--- src/rtl/hazard_pkg.sv ---
// Shared types and default constants for the pipeline hazard sequencer.
package hazard_pkg;

   // RUN: normal flow. LD_STALL: extra load-use bubbles still owed.
   // MEM_WAIT: pipeline frozen behind a busy data memory.
   typedef enum logic [1:0] {
      RUN      = 2'd0,
      LD_STALL = 2'd1,
      MEM_WAIT = 2'd2
   } state_e;

   localparam int DEF_REG_W             = 3;
   localparam int DEF_LOAD_STALL_CYCLES = 1;
   localparam int DEF_MEM_TIMEOUT       = 64;
   localparam int DEF_CNT_W             = 16;

endpackage

--- src/rtl/hazard_ctrl_sat_counter.sv ---
// Width-parameterised saturating up-counter with synchronous clear.
module sat_counter #(
   parameter int W = 16
) (
   input  logic         clk,
   input  logic         clr,
   input  logic         inc,
   output logic [W-1:0] count
);

   localparam logic [W-1:0] ONE = W'(1);

   logic [W-1:0] count_q;
   logic [W-1:0] count_d;

   // Next value: hold at all-ones once reached so the count never wraps.
   always_comb begin
      count_d = count_q;
      if (inc && (count_q != '1)) begin
         count_d = count_q + ONE;
      end
   end

   // Counter register; clear has priority over any increment.
   always_ff @(posedge clk) begin
      if (clr) begin
         count_q <= '0;
      end else begin
         count_q <= count_d;
      end
   end

   assign count = count_q;

endmodule

--- src/rtl/hazard_ctrl.sv ---
// Pipeline hazard sequencer: load-use stalls, branch flushes and the
// memory-busy freeze for the 5-stage datapath.
module hazard_ctrl
   import hazard_pkg::*;
#(
   parameter int REG_W             = DEF_REG_W,
   parameter int LOAD_STALL_CYCLES = DEF_LOAD_STALL_CYCLES,
   parameter int MEM_TIMEOUT       = DEF_MEM_TIMEOUT,
   parameter int CNT_W             = DEF_CNT_W
) (
   input  logic             clk,
   input  logic             rst,
   input  logic             ID_EX_memRead,
   input  logic [REG_W-1:0] ID_EX_Rt,
   input  logic [REG_W-1:0] IF_ID_Rs,
   input  logic [REG_W-1:0] IF_ID_Rt,
   input  logic             IF_ID_useRt,
   input  logic             EX_branchTaken,
   input  logic             mem_busy,
   output logic             pcWrite,
   output logic             IF_ID_write,
   output logic             ID_EX_write,
   output logic             EX_MEM_write,
   output logic             IF_ID_flush,
   output logic             ID_EX_flush,
   output logic             MEM_WB_flush,
   output logic [CNT_W-1:0] stall_count,
   output logic             mem_error
);

   localparam int               TMO_W   = $clog2(MEM_TIMEOUT + 1);
   localparam logic [TMO_W-1:0] TMO_MAX = TMO_W'(MEM_TIMEOUT);
   localparam logic [TMO_W-1:0] TMO_ONE = TMO_W'(1);
   localparam logic [2:0]       LD_INIT = 3'(LOAD_STALL_CYCLES - 1);

   state_e           state_q, state_d;
   logic [2:0]       ld_cnt_q, ld_cnt_d;
   logic [TMO_W-1:0] tmo_cnt_q, tmo_cnt_d;
   logic             mem_error_q, mem_error_d;
   state_e           eff_state;
   logic             hazard;

   // Outputs and next state from registered state plus current inputs.
   // Leaving MEM_WAIT is resolved here so the release cycle acts like
   // the state the freeze interrupted, without an extra idle cycle.
   always_comb begin
      pcWrite      = 1'b1;
      IF_ID_write  = 1'b1;
      ID_EX_write  = 1'b1;
      EX_MEM_write = 1'b1;
      IF_ID_flush  = 1'b0;
      ID_EX_flush  = 1'b0;
      MEM_WB_flush = 1'b0;
      state_d      = state_q;
      ld_cnt_d     = ld_cnt_q;
      tmo_cnt_d    = tmo_cnt_q;
      mem_error_d  = mem_error_q;

      hazard = ID_EX_memRead &
               ((ID_EX_Rt == IF_ID_Rs) | (IF_ID_useRt & (ID_EX_Rt == IF_ID_Rt)));

      eff_state = state_q;
      if (state_q == MEM_WAIT) begin
         eff_state = (ld_cnt_q != 3'd0) ? LD_STALL : RUN;
      end

      if (rst) begin
         pcWrite      = 1'b0;
         IF_ID_write  = 1'b0;
         ID_EX_write  = 1'b0;
         EX_MEM_write = 1'b0;
         IF_ID_flush  = 1'b1;
         ID_EX_flush  = 1'b1;
         MEM_WB_flush = 1'b1;
      end else if (mem_busy) begin
         pcWrite      = 1'b0;
         IF_ID_write  = 1'b0;
         ID_EX_write  = 1'b0;
         EX_MEM_write = 1'b0;
         MEM_WB_flush = 1'b1;
         state_d      = MEM_WAIT;
         if (tmo_cnt_q != TMO_MAX) begin
            tmo_cnt_d = tmo_cnt_q + TMO_ONE;
         end
         if (tmo_cnt_d == TMO_MAX) begin
            mem_error_d = 1'b1;
         end
      end else begin
         tmo_cnt_d = '0;
         if (EX_branchTaken) begin
            IF_ID_flush = 1'b1;
            ID_EX_flush = 1'b1;
            state_d     = RUN;
            ld_cnt_d    = 3'd0;
         end else if (eff_state == LD_STALL) begin
            pcWrite     = 1'b0;
            IF_ID_write = 1'b0;
            ID_EX_flush = 1'b1;
            if (ld_cnt_q <= 3'd1) begin
               state_d  = RUN;
               ld_cnt_d = 3'd0;
            end else begin
               state_d  = LD_STALL;
               ld_cnt_d = ld_cnt_q - 3'd1;
            end
         end else if (hazard) begin
            pcWrite     = 1'b0;
            IF_ID_write = 1'b0;
            ID_EX_flush = 1'b1;
            if (LOAD_STALL_CYCLES > 1) begin
               state_d  = LD_STALL;
               ld_cnt_d = LD_INIT;
            end else begin
               state_d  = RUN;
               ld_cnt_d = 3'd0;
            end
         end else begin
            state_d = RUN;
         end
      end
   end

   // State and counter registers with synchronous reset.
   always_ff @(posedge clk) begin
      if (rst) begin
         state_q     <= RUN;
         ld_cnt_q    <= 3'd0;
         tmo_cnt_q   <= '0;
         mem_error_q <= 1'b0;
      end else begin
         state_q     <= state_d;
         ld_cnt_q    <= ld_cnt_d;
         tmo_cnt_q   <= tmo_cnt_d;
         mem_error_q <= mem_error_d;
      end
   end

   sat_counter #(.W(CNT_W)) u_stall_cnt (
      .clk   (clk),
      .clr   (rst),
      .inc   (~pcWrite & ~rst),
      .count (stall_count)
   );

   assign mem_error = mem_error_q;

endmodule

--- config.mk ---
export PLATFORM = sky130hd
export DESIGN_NAME = hazard_ctrl
export DESIGN_NICKNAME = d
export VERILOG_FILES = /design/src/rtl/hazard_pkg.sv /design/src/rtl/hazard_ctrl_sat_counter.sv /design/src/rtl/hazard_ctrl.sv
export SDC_FILE = /design/constraint.sdc
export NUM_CORES = 1
export LEC_CHECK = 0
export ABC_AREA = 1
export CAP_MARGIN = 20
export CORE_ASPECT_RATIO = 1.1
export CORE_UTILIZATION = 30
export CTS_BUF_LIST = sky130_fd_sc_hd__clkbuf_8
export DETAILED_ROUTE_END_ITERATION = 10
export SYNTH_ARGS = -nofsm -noshare
export SYNTH_HDL_FRONTEND = slang
export SYNTH_HIERARCHICAL = 1
export SYNTH_SLANG_ARGS = --single-unit
--- constraint.sdc ---
create_clock -name clk -period 4.3 [get_ports clk]
set_clock_uncertainty 0.2 [all_clocks]
set_input_delay 1.29 -clock clk [delete_from_list [all_inputs] [get_ports clk]]
set_output_delay 1.29 -clock clk [all_outputs]
set_load 0.02 [all_outputs]
==> results of run 1 <==
==> kinds of logic (layout without fill, tap and decap cells) <==
group	Yosys count	count (layout)	share of synthesized area
buf+inv	40	91	0.0897
flops	29	29	0.320
simple gates	195	195	0.484
xor+xnor	5	5	0.0242
fa+ha+maj	6	6	0.0414
compound gates	13	13	0.0400
==> layer usage <==
metal,routed length [um],vias to the layer above,track usage
li1,-,989,-
met3,151,4,0.0361
met2,1870,29,0.228
met1,1870,796,0.156
met4,22,0,0.0524
met5,0,-,0
==> cell usage after synthesis (all sizes together), types with 2 or more instances <==
cell type / number / area, um2
a21oi: 11 / 55.1
buf: 3 / 20.0
dfxtp: 29 / 581
ha: 6 / 75.1
inv: 36 / 135
nand2: 82 / 315
nand3: 29 / 160
nand3b: 2 / 15.0
nand4: 5 / 31.3
nor2: 73 / 333
o21ai: 2 / 17.5
or2: 3 / 18.8
xor2: 4 / 35.0
==> registers in the layout (all words and copies together), names as in the netlist <==
register	flops
u_stall_cnt/count	16
tmo_cnt_q	7
ld_cnt_q	3
state_q	2
mem_error	1
==> layout make-up <==
class / instances / area (um2)
fillers: 651 / 3390
multi-input cells: 219 / 1070
flip-flops and latches: 29 / 581
repair buffers: 47 / 432
inverters: 36 / 135
clock buffers: 7 / 96.3
well taps: 77 / 96.3
clock inverters: 1 / 5.00
==> stage by stage <==
step / power (mW) / utilization / setup TNS [ns] / area [um2]
after floorplan: 0.344 / - / 0 / 1810
after global placement: 0.386 / 0.401 / -0.903 / 2330
after detailed placement: 0.386 / 0.401 / -0.951 / 2330
after CTS: 0.638 / 0.418 / -0.0262 / 2430
after global routing: 0.663 / 0.416 / 0 / 2410
final: 0.629 / 0.416 / 0 / 2410
==> worst reg2reg max path: stages, from the launching register on <==
cell and delay [ns]:
dfxtp_1 0.36, inv_1 0.10, ha_1 0.21, nand2_2 0.07
nand3_2 0.06, o21ai_2 0.09, inv_1 0.11, nand3_1 0.11
buf_4 0.11, nand3_1 0.06, inv_1 0.21, nand3_1 0.13
or2_0 0.21, nor2_1 0.16, nand3_1 0.10, nand2_1 0.08
nor2_1 0.04
==> final timing paths <==
| kind | from | endpoint | slack, ns | cells after the start |
|---|---|---|---|---|
| max reg2reg | ld_cnt_q[0] | u_stall_cnt/count[13] | 1.80 | 16 |
| min | mem_error | mem_error | 0.27 | 2 |
| min reg2reg | mem_error | mem_error | 0.27 | 2 |
| max | ID_EX_Rt[2] | ID_EX_flush | 0.16 | 13 |
==> report_power, final <==
part | total, mW | internal (mW) | switching, mW
Sequential | 0.279 | 0.274 | 0.00534
Clock | 0.253 | 0.145 | 0.108
Combinational | 0.0967 | 0.0451 | 0.0516
Total | 0.629 | 0.464 | 0.165
==> timing repair <==
item                       in CTS  in global routing
pin swaps                       0                  0
gates resized for setup         6                  5
setup endpoints to repair       4                  3
==> metrics, run 1 <==
Max clock buf depth 2; Synth warnings 6; vias in the first global route 1662; share of cells above drive strength 1 0.130; Worst path slowest cell clkdlybuf4s50_1; global placer's final weighted congestion 0.822; Leak Pwr 1.05 nW; most frequent cells in the layout 79 x nand2_1, 59 x nor2_1, 35 x inv_1, 34 x clkdlybuf4s50_1, 29 x dfxtp_1; final WL 3910 um; DRT iter0 DRCs 71; CTS clock-pin slew for the worst setup and hold paths 0.06 ns; grt total ovfl 0; Die Span Y 83.5 um; Area Overhead vs Synth 33.2%; Post-Synthesis Cells 288; status completed; Detailed Routing Iterations Pass 1 4; Yosys reg bits 29; CTS tree yes; DRC viols 0; worst path bufs/invs 4; FP Rows 29; hold slack final 0.268 ns; Worst Setup End Kind output pin; power per cell area 260 nW/um2; Sink Count 29; post-CTS setup buffer count 0; die width 76.1 um; DIE AREA 6360 um2; core area 5810 um2; initial core utilization 0.312; Required @ worst endpoint 2.81 ns; largest net degree at the start of global routing 17; worst skew pair latency 0.28 ns; Post-synth EDFFs 0; cell class contributing the biggest share of worst-path delay buffers and inverters; hold_buf cts 0; setup violators final 0; first-pass GRT wire length 6840 um; max_slew headroom 0.649; Crit path top cell by count nand2_1; H-tree levels 2; period utilization 0.964; Final WS setup 0.156 ns; worst-path maximum fanout 3; Avg Inst Size Synth 6.30 um2; Arrival @ worst endpoint 2.65 ns; VDD IR max 0.101 mV; Worst Tran Pin Value 0.526 ns; Tot GR Track Use 0.133; routed vias/inst 4.37; Max Cap Violations 0; FFs w/ async S/R, synth 0; startpoint types input pin; highest clock rate 241 MHz; final std cells w/o fill 416; leading cell type in the layout, fill and taps excluded nand2_1; Max stage delay on crit path 0.51 ns; fraction of the yosys area taken by sequential cells 0.320; Root Driver clkbuf_8; CTS Buf Count 5; crit-path cells clkdlybuf4s50_1 > inv_1 > nand2_1 > nand2_1 > nor2_1 > nand2_1 > nand2_1 > nand2_1 > buf_4 > nand3_2 > nand2_1 > nand2_1 > buf_2; Mapped Nets 309; Port Buffers 38; Top FF cell, synth dfxtp_1; WL/cell 9.39 um; worst slack, placed -0.320 ns; Netlist cell types 24; total vias in the final route 1818; final antenna-violating net count 0; I/O pin count 39; number of antenna violations at the first check in global routing 0; final hold vios 0; placed insts 408; Tmin final 4.14 ns; cell area after synthesis 1810 um2; Pins Over Slew Limit 0; critical setup path kind input pin to output pin; RSZ-0062 raised after global routing false; Hold/Removal Path Class flip-flop to flip-flop; Antenna Cells 0; hpwl dp 3070 um; nets 359
No activity file was read; power rests on OpenSTA's default activity.
==> run 2, diff against run 1 <==
--- a/config.mk
+++ b/config.mk
@@ -15,3 +15,4 @@
 export SYNTH_HDL_FRONTEND = slang
 export SYNTH_HIERARCHICAL = 1
 export SYNTH_SLANG_ARGS = --single-unit
+export TNS_END_PERCENT = 5
==> results of run 2 <==
Same layout as run 1: the final DEF is identical, and so are final timing and power.
